[src/rtl/data_mem_lsu_if.sv]
// -----------------------------------------------------------------------------
// data_mem_lsu_if
// Request/response bus between the core and the data-memory load/store unit.
//   req_valid    : request present (master -> slave)
//   req_ready    : unit can accept a request (slave -> master)
//   req_we       : 1 = store, 0 = load
//   req_mode     : 00 word, 01 half-word, 1X byte
//   req_unsigned : zero-extend loads when 1, sign-extend when 0
//   req_addr     : little-endian byte address, ADDR_W+2 bits
//   req_wdata    : store data (half uses [15:0], byte uses [7:0])
//   resp_valid   : one-cycle completion pulse
//   resp_rdata   : load result, 0 for stores and errors
//   resp_err     : misaligned access, qualified by resp_valid
// -----------------------------------------------------------------------------
interface data_mem_lsu_if #(
    parameter int ADDR_W = 6
);
    logic              req_valid;
    logic              req_ready;
    logic              req_we;
    logic [1:0]        req_mode;
    logic              req_unsigned;
    logic [ADDR_W+1:0] req_addr;
    logic [31:0]       req_wdata;
    logic              resp_valid;
    logic [31:0]       resp_rdata;
    logic              resp_err;

    modport master (
        output req_valid, req_we, req_mode, req_unsigned, req_addr, req_wdata,
        input  req_ready, resp_valid, resp_rdata, resp_err
    );

    modport slave (
        input  req_valid, req_we, req_mode, req_unsigned, req_addr, req_wdata,
        output req_ready, resp_valid, resp_rdata, resp_err
    );
endinterface

[src/rtl/data_mem_lsu.sv]
// -----------------------------------------------------------------------------
// data_mem_lsu
// Data-memory load/store unit with an internal synchronous-read RAM of
// 2^ADDR_W 32-bit words. Supports word, half-word and byte accesses with
// signed/unsigned load extension and misalignment detection. Sub-word stores
// are done as an internal read-modify-write (IDLE read, RD merge + write).
//   clk   : rising-edge clock
//   rst_n : asynchronous active-low reset
//   bus   : data_mem_lsu_if slave modport (request/response handshake)
// -----------------------------------------------------------------------------
module data_mem_lsu #(
    parameter int ADDR_W = 6
) (
    input  logic             clk,
    input  logic             rst_n,
    data_mem_lsu_if.slave    bus
);
    localparam int DEPTH = 1 << ADDR_W;

    localparam logic [1:0] ST_IDLE = 2'd0;
    localparam logic [1:0] ST_RD   = 2'd1;
    localparam logic [1:0] ST_RESP = 2'd2;

    logic [1:0]        r_state;
    logic              r_we;
    logic              r_unsigned;
    logic [1:0]        r_mode;
    logic [ADDR_W+1:0] r_addr;
    logic [31:0]       r_wdata;
    logic              r_resp_err;
    logic [31:0]       r_resp_rdata;
    logic [31:0]       r_rd_word;
    logic [31:0]       r_mem [DEPTH];

    logic              w_accept;
    logic              w_misaligned;
    logic              w_word_store;
    logic [4:0]        w_byte_sh;
    logic [4:0]        w_half_sh;
    logic [7:0]        w_lane8;
    logic [15:0]       w_lane16;
    logic [31:0]       w_merged;
    logic [31:0]       w_load;
    logic              w_mem_we;
    logic              w_mem_re;
    logic [ADDR_W-1:0] w_mem_idx;
    logic [31:0]       w_mem_wdata;

    // Gating with rst_n makes requests presented during reset invisible.
    assign bus.req_ready  = (r_state == ST_IDLE) && rst_n;
    assign bus.resp_valid = (r_state == ST_RESP);
    assign bus.resp_err   = r_resp_err;
    assign bus.resp_rdata = r_resp_rdata;

    assign w_accept     = bus.req_valid && bus.req_ready;
    assign w_misaligned = ((bus.req_mode == 2'b01) && bus.req_addr[0]) ||
                          ((bus.req_mode == 2'b00) && (bus.req_addr[1:0] != 2'b00));
    assign w_word_store = bus.req_we && (bus.req_mode == 2'b00);

    assign w_byte_sh = {r_addr[1:0], 3'b000};
    assign w_half_sh = {r_addr[1], 4'b0000};
    assign w_lane8   = r_rd_word[w_byte_sh +: 8];
    assign w_lane16  = r_rd_word[w_half_sh +: 16];

    // Lane merge for sub-word stores and lane extraction/extension for loads,
    // both working on the word read at the acceptance edge.
    always_comb begin
        // NOTE: every combinational output gets a default first so no path
        // leaves it unassigned, which would otherwise infer a latch.
        w_merged = r_rd_word;
        w_load   = r_rd_word;
        if (r_mode[1]) begin
            w_merged[w_byte_sh +: 8] = r_wdata[7:0];
            w_load = {{24{~r_unsigned & w_lane8[7]}}, w_lane8};
        end else if (r_mode[0]) begin
            w_merged[w_half_sh +: 16] = r_wdata[15:0];
            w_load = {{16{~r_unsigned & w_lane16[15]}}, w_lane16};
        end
    end

    // RAM port control: acceptance uses the live request address, the RD
    // write-back uses the latched one. A reset drops r_state to IDLE
    // asynchronously, so an abandoned RMW never writes.
    always_comb begin
        w_mem_we    = 1'b0;
        w_mem_re    = 1'b0;
        w_mem_idx   = r_addr[ADDR_W+1:2];
        w_mem_wdata = w_merged;
        if (w_accept && !w_misaligned) begin
            w_mem_idx = bus.req_addr[ADDR_W+1:2];
            if (w_word_store) begin
                w_mem_we    = 1'b1;
                w_mem_wdata = bus.req_wdata;
            end else begin
                w_mem_re = 1'b1;
            end
        end else if ((r_state == ST_RD) && r_we) begin
            w_mem_we = 1'b1;
        end
    end

    // NOTE: the RAM array and its read register carry no reset; memories are
    // not cleared and contents stay undefined until written.
    always_ff @(posedge clk) begin
        if (w_mem_we) begin
            r_mem[w_mem_idx] <= w_mem_wdata;
        end
        if (w_mem_re) begin
            r_rd_word <= r_mem[w_mem_idx];
        end
    end

    // NOTE: sequential state uses non-blocking assignments only, so every
    // register samples the pre-edge values of the others.
    always_ff @(posedge clk or negedge rst_n) begin
        if (!rst_n) begin
            r_state      <= ST_IDLE;
            r_we         <= 1'b0;
            r_unsigned   <= 1'b0;
            r_mode       <= 2'b00;
            r_addr       <= '0;
            r_wdata      <= '0;
            r_resp_err   <= 1'b0;
            r_resp_rdata <= '0;
        end else begin
            case (r_state)
                ST_IDLE: begin
                    if (w_accept) begin
                        r_we       <= bus.req_we;
                        r_unsigned <= bus.req_unsigned;
                        r_mode     <= bus.req_mode;
                        r_addr     <= bus.req_addr;
                        r_wdata    <= bus.req_wdata;
                        if (w_misaligned || w_word_store) begin
                            r_state      <= ST_RESP;
                            r_resp_err   <= w_misaligned;
                            r_resp_rdata <= '0;
                        end else begin
                            r_state <= ST_RD;
                        end
                    end
                end
                ST_RD: begin
                    r_resp_err   <= 1'b0;
                    r_resp_rdata <= r_we ? 32'h0 : w_load;
                    r_state      <= ST_RESP;
                end
                ST_RESP: r_state <= ST_IDLE;
                default: r_state <= ST_IDLE;
            endcase
        end
    end
endmodule
[src/flat_wrapper.sv]
// flat-port wrapper written by rule: the top's interface ports become plain ports
module data_mem_lsu_flat 
#(
    parameter int ADDR_W = 6
)
  (clk, rst_n, bus_req_valid, bus_req_we, bus_req_mode, bus_req_unsigned, bus_req_addr, bus_req_wdata, bus_req_ready, bus_resp_valid, bus_resp_rdata, bus_resp_err);
  data_mem_lsu_if #(.ADDR_W(ADDR_W)) bus_i ();
  input  logic clk;
  input  logic rst_n;
  input wire logic [$bits(bus_i.req_valid)-1:0] bus_req_valid;
  input wire logic [$bits(bus_i.req_we)-1:0] bus_req_we;
  input wire logic [$bits(bus_i.req_mode)-1:0] bus_req_mode;
  input wire logic [$bits(bus_i.req_unsigned)-1:0] bus_req_unsigned;
  input wire logic [$bits(bus_i.req_addr)-1:0] bus_req_addr;
  input wire logic [$bits(bus_i.req_wdata)-1:0] bus_req_wdata;
  output wire logic [$bits(bus_i.req_ready)-1:0] bus_req_ready;
  output wire logic [$bits(bus_i.resp_valid)-1:0] bus_resp_valid;
  output wire logic [$bits(bus_i.resp_rdata)-1:0] bus_resp_rdata;
  output wire logic [$bits(bus_i.resp_err)-1:0] bus_resp_err;
  assign bus_i.req_valid = bus_req_valid;
  assign bus_i.req_we = bus_req_we;
  assign bus_i.req_mode = bus_req_mode;
  assign bus_i.req_unsigned = bus_req_unsigned;
  assign bus_i.req_addr = bus_req_addr;
  assign bus_i.req_wdata = bus_req_wdata;
  assign bus_req_ready = bus_i.req_ready;
  assign bus_resp_valid = bus_i.resp_valid;
  assign bus_resp_rdata = bus_i.resp_rdata;
  assign bus_resp_err = bus_i.resp_err;
  data_mem_lsu #(.ADDR_W(ADDR_W)) u_core (.clk(clk), .rst_n(rst_n), .bus(bus_i));
endmodule
[config.mk]
export PLATFORM = sky130hd
export DESIGN_NAME = data_mem_lsu_flat
export DESIGN_NICKNAME = d
export VERILOG_FILES = /design/src/rtl/data_mem_lsu_if.sv /design/src/rtl/data_mem_lsu.sv /design/src/flat_wrapper.sv
export SDC_FILE = /design/constraint.sdc
export NUM_CORES = 2
export LEC_CHECK = 0
export BUFFER_PORTS_ARGS = -buffer_cell sky130_fd_sc_hd__buf_2
export CAP_MARGIN = 20
export CORE_UTILIZATION = 25
export CTS_CLUSTER_SIZE = 16
export DETAILED_ROUTE_END_ITERATION = 10
export HOLD_SLACK_MARGIN = 0.05
export PLACE_DENSITY = 0.44
export SLEW_MARGIN = 10
export SYNTH_ARGS = -nofsm -noshare
export SYNTH_HDL_FRONTEND = slang
export SYNTH_SLANG_ARGS = --single-unit
[constraint.sdc]
create_clock -name clk -period 15.9 [get_ports clk]
set_clock_uncertainty 0.15 [all_clocks]
set_input_delay 3.18 -clock clk [delete_from_list [all_inputs] [get_ports clk]]
set_output_delay 3.18 -clock clk [all_outputs]
set_load 0.01 [all_outputs]
==> out/results.tsv <==
metric	value	unit
routedWlPerCell	25.3	µm
grt_pass1_vias	52885	
drive_gt1_share	11.0	%
clk_pin_slew	0.06	ns
clockBufferDepth	3	
leakagePower	0.0323	µW
area_growth	16.5	%
io_pins	82	
cts_made_buffers	224	
peakVddDrop	0.000146	V
final.setup.tns	0	ns
port_buffers	81	
cp.required	16.35	ns
die_w	584	µm
vias	55147	
max_cap_viol_count	0	
ant_nets	0	
worstMarginPinSlew	1.33	ns
critical_path.cell_chain	buf_2 > buf_4 > and4bb_2 > nand2_4 > mux2i_4 > buf_4 > buf_4 > buf_4 > a21oi_1 > nor4_1 > o22ai_1 > or4_1	
start_util	25.1	%
place_ws	5.64	ns
cts_resized	0	
ys_ff_latch	2143	
crit_arrival	9.85	ns
post-route-drc-count	0	
async_flop_share	2.94	%
cts_tree	built	
slew_violations	0	
setup_viol	0	
postCtsHoldBufs	0	
layout_common_cells	2168 x nand2_1, 2080 x edfxtp_1, 1121 x a21oi_1, 246 x nor4_1, 226 x clkbuf_16	
power_density	152	nW/µm²
crit_family	simple AND/OR/NAND/NOR gates	
antenna_found_initial	49	
cp_common_cell	buf_4	
dp_hpwl	156	mm
htreeDepth	4	
slew_headroom	10.4	%
cts_setup_buffers	0	
finalNetCount	6803	
hold_class	flop to flop	
crit_path_end_kind	flop	
ys_seq_area_share	75.6	%
rows	213	
final_common_cell	nand2_1	
drtIter0Drc	6392	
report.final.hold_viol_count	0	
rrSetupSlack	9.13	ns
netlist_instances	6666	
synth_nets	6718	
timing.hold.ws	0.319	ns
dieArea	341000	µm²
post-route-min-period	9.40	ns
syn_avg_cell_area	12.7	µm²
cp_max_fo	66	
fin_crit_sh	59.1	%
rsz0062_at_grt	false	
core	337000	µm²
cts.sinks	2143	
slowest_delay	1.09	ns
layout_setup_ws	6.50	ns
clock.fmax	106	MHz
synth_edf_count	2080	
critPathSlowestCell	and4bb_2	
dr.pass1.iters	6	
critical_path_class	input pin to flop	
cp-start-kind	input pin	
status	completed	
yosysWarnings	0	
cp_num_buf_inv	5	
grt_pass1_wl	409	mm
clock_latency	0.88	ns
cts-root-buf	clkbuf_16	
synth_area	84700	µm²
dieHeight	584	µm
vias_per_cell	4.78	
grt_max_degree	163	
synth_ff_type	edfxtp_1	
overflow	0	
totalWireLength	292	mm
finalCoreUtilization	29.3	%
gp_congestion	0.813	
synthDistinctLibCells	47	
grt_use_total	16.7	%
flip-flops by register name, indices dropped and copies added (netlist names):
register / count
u_core.r_rd_word: 32
u_core.r_mem: 2048
u_core.r_addr: 8
u_core.r_mode: 2
u_core.r_unsigned: 1
u_core.r_state: 2
u_core.bus.resp_err: 1
u_core.bus.resp_rdata: 32
u_core.r_wdata: 16
u_core.r_we: 1
final cells by class:
type                    count  area (µm²)
well taps                4515        5650
inverters                  30         113
repair buffers            287        2160
clock buffers             288        5890
fillers                 34389      238000
diodes                     70         175
multi-input cells        4065       19600
clock inverters           128        1020
flip-flops and latches   2143       64000
metal layers:
| layer | vias up | track usage [%] | part of all wire [%] | routed length, µm |
|---|---|---|---|---|
| met5 | - | 0 | 0.0093 | 27 |
| li1 | 24385 | - | - | - |
| met1 | 28436 | 23.8 | 45 | 132000 |
| met2 | 2006 | 26.4 | 46 | 134000 |
| met4 | 4 | 5.21 | 2.4 | 7140 |
| met3 | 316 | 2.29 | 6.4 | 18800 |
synthesized netlist by cell type, types with 2 or more instances:
cell type / number / area, µm²
o21ai_0: 92 / 460
mux2i_4: 3 / 67.6
mux4_2: 8 / 180
a31oi_1: 4 / 25.0
nor2b_1: 9 / 56.3
nand3b_1: 3 / 22.5
nor3b_1: 3 / 22.5
a211oi_1: 2 / 15.0
a21o_1: 2 / 15.0
ha_1: 5 / 62.6
or4_1: 32 / 240
nand2_1: 2171 / 8150
inv_1: 30 / 113
mux2i_1: 6 / 60.1
nand2b_1: 2 / 12.5
nor2_1: 117 / 439
nand3_1: 24 / 120
edfxtp_1: 2080 / 62500
clkbuf_1: 199 / 747
mux2_2: 27 / 304
a22oi_1: 3 / 22.5
and3_1: 2 / 12.5
nor4_1: 256 / 1600
a21oi_1: 1125 / 5630
nor3_1: 3 / 15.0
buf_6: 6 / 67.6
o22ai_1: 128 / 801
dfrtp_1: 63 / 1580
buf_4: 6 / 45.0
buf_2: 194 / 971
buf_1: 23 / 86.3
or2_2: 23 / 144
metrics by stage:
step                instance area (µm²)  total power [µW]  std cells
finish                            98700             15000      11526
global route                      98600             15500      11508
CTS                               98400             15100      11451
detailed placement                91500             10100      11035
global placement                  91400             10100      11023
floorplan                         84700              8600       6666
where the power goes:
group	switching, µW	internal (µW)
clock network	2220	2780
registers	82.0	6760
logic	2480	679
cells by family after synthesis:
kind of cell | synth area share [%]
flops | 75.6
buf+inv | 2.40
fa+ha+maj | 0.0739
mux | 0.722
compound gates | 8.32
simple gates | 12.9
worst register-to-register path, stage by stage (launching register included):
cell and delay, ns:
dfrtp_1 0.47, and4bb_2 1.06, nand2_4 0.38, mux2i_4 0.26, buf_4 0.42, buf_4 0.61
buf_4 0.60, a21oi_1 0.10, nor4_1 0.98, o22ai_1 0.72, or4_1 0.75
worst paths after layout:
path                                                       start                               endpoint  cells past startpoint
min reg2reg                u_core.bus.resp_rdata[24]$_DFFE_PN0P_  u_core.bus.resp_rdata[24]$_DFFE_PN0P_                      2
max reg2reg                        u_core.r_state[0]$_DFFE_PN0P_         u_core.r_rd_word[25]$_DFFE_PP_                     10
min in group asynchronous                                  rst_n           u_core.r_mode[0]$_DFFE_PN0P_                      2
min                        u_core.bus.resp_rdata[24]$_DFFE_PN0P_  u_core.bus.resp_rdata[24]$_DFFE_PN0P_                      2
max                                                        rst_n         u_core.r_rd_word[25]$_DFFE_PP_                     12
max in group asynchronous                                  rst_n           u_core.r_mode[1]$_DFFE_PN0P_                      2
(Power assumes the default switching activity.)
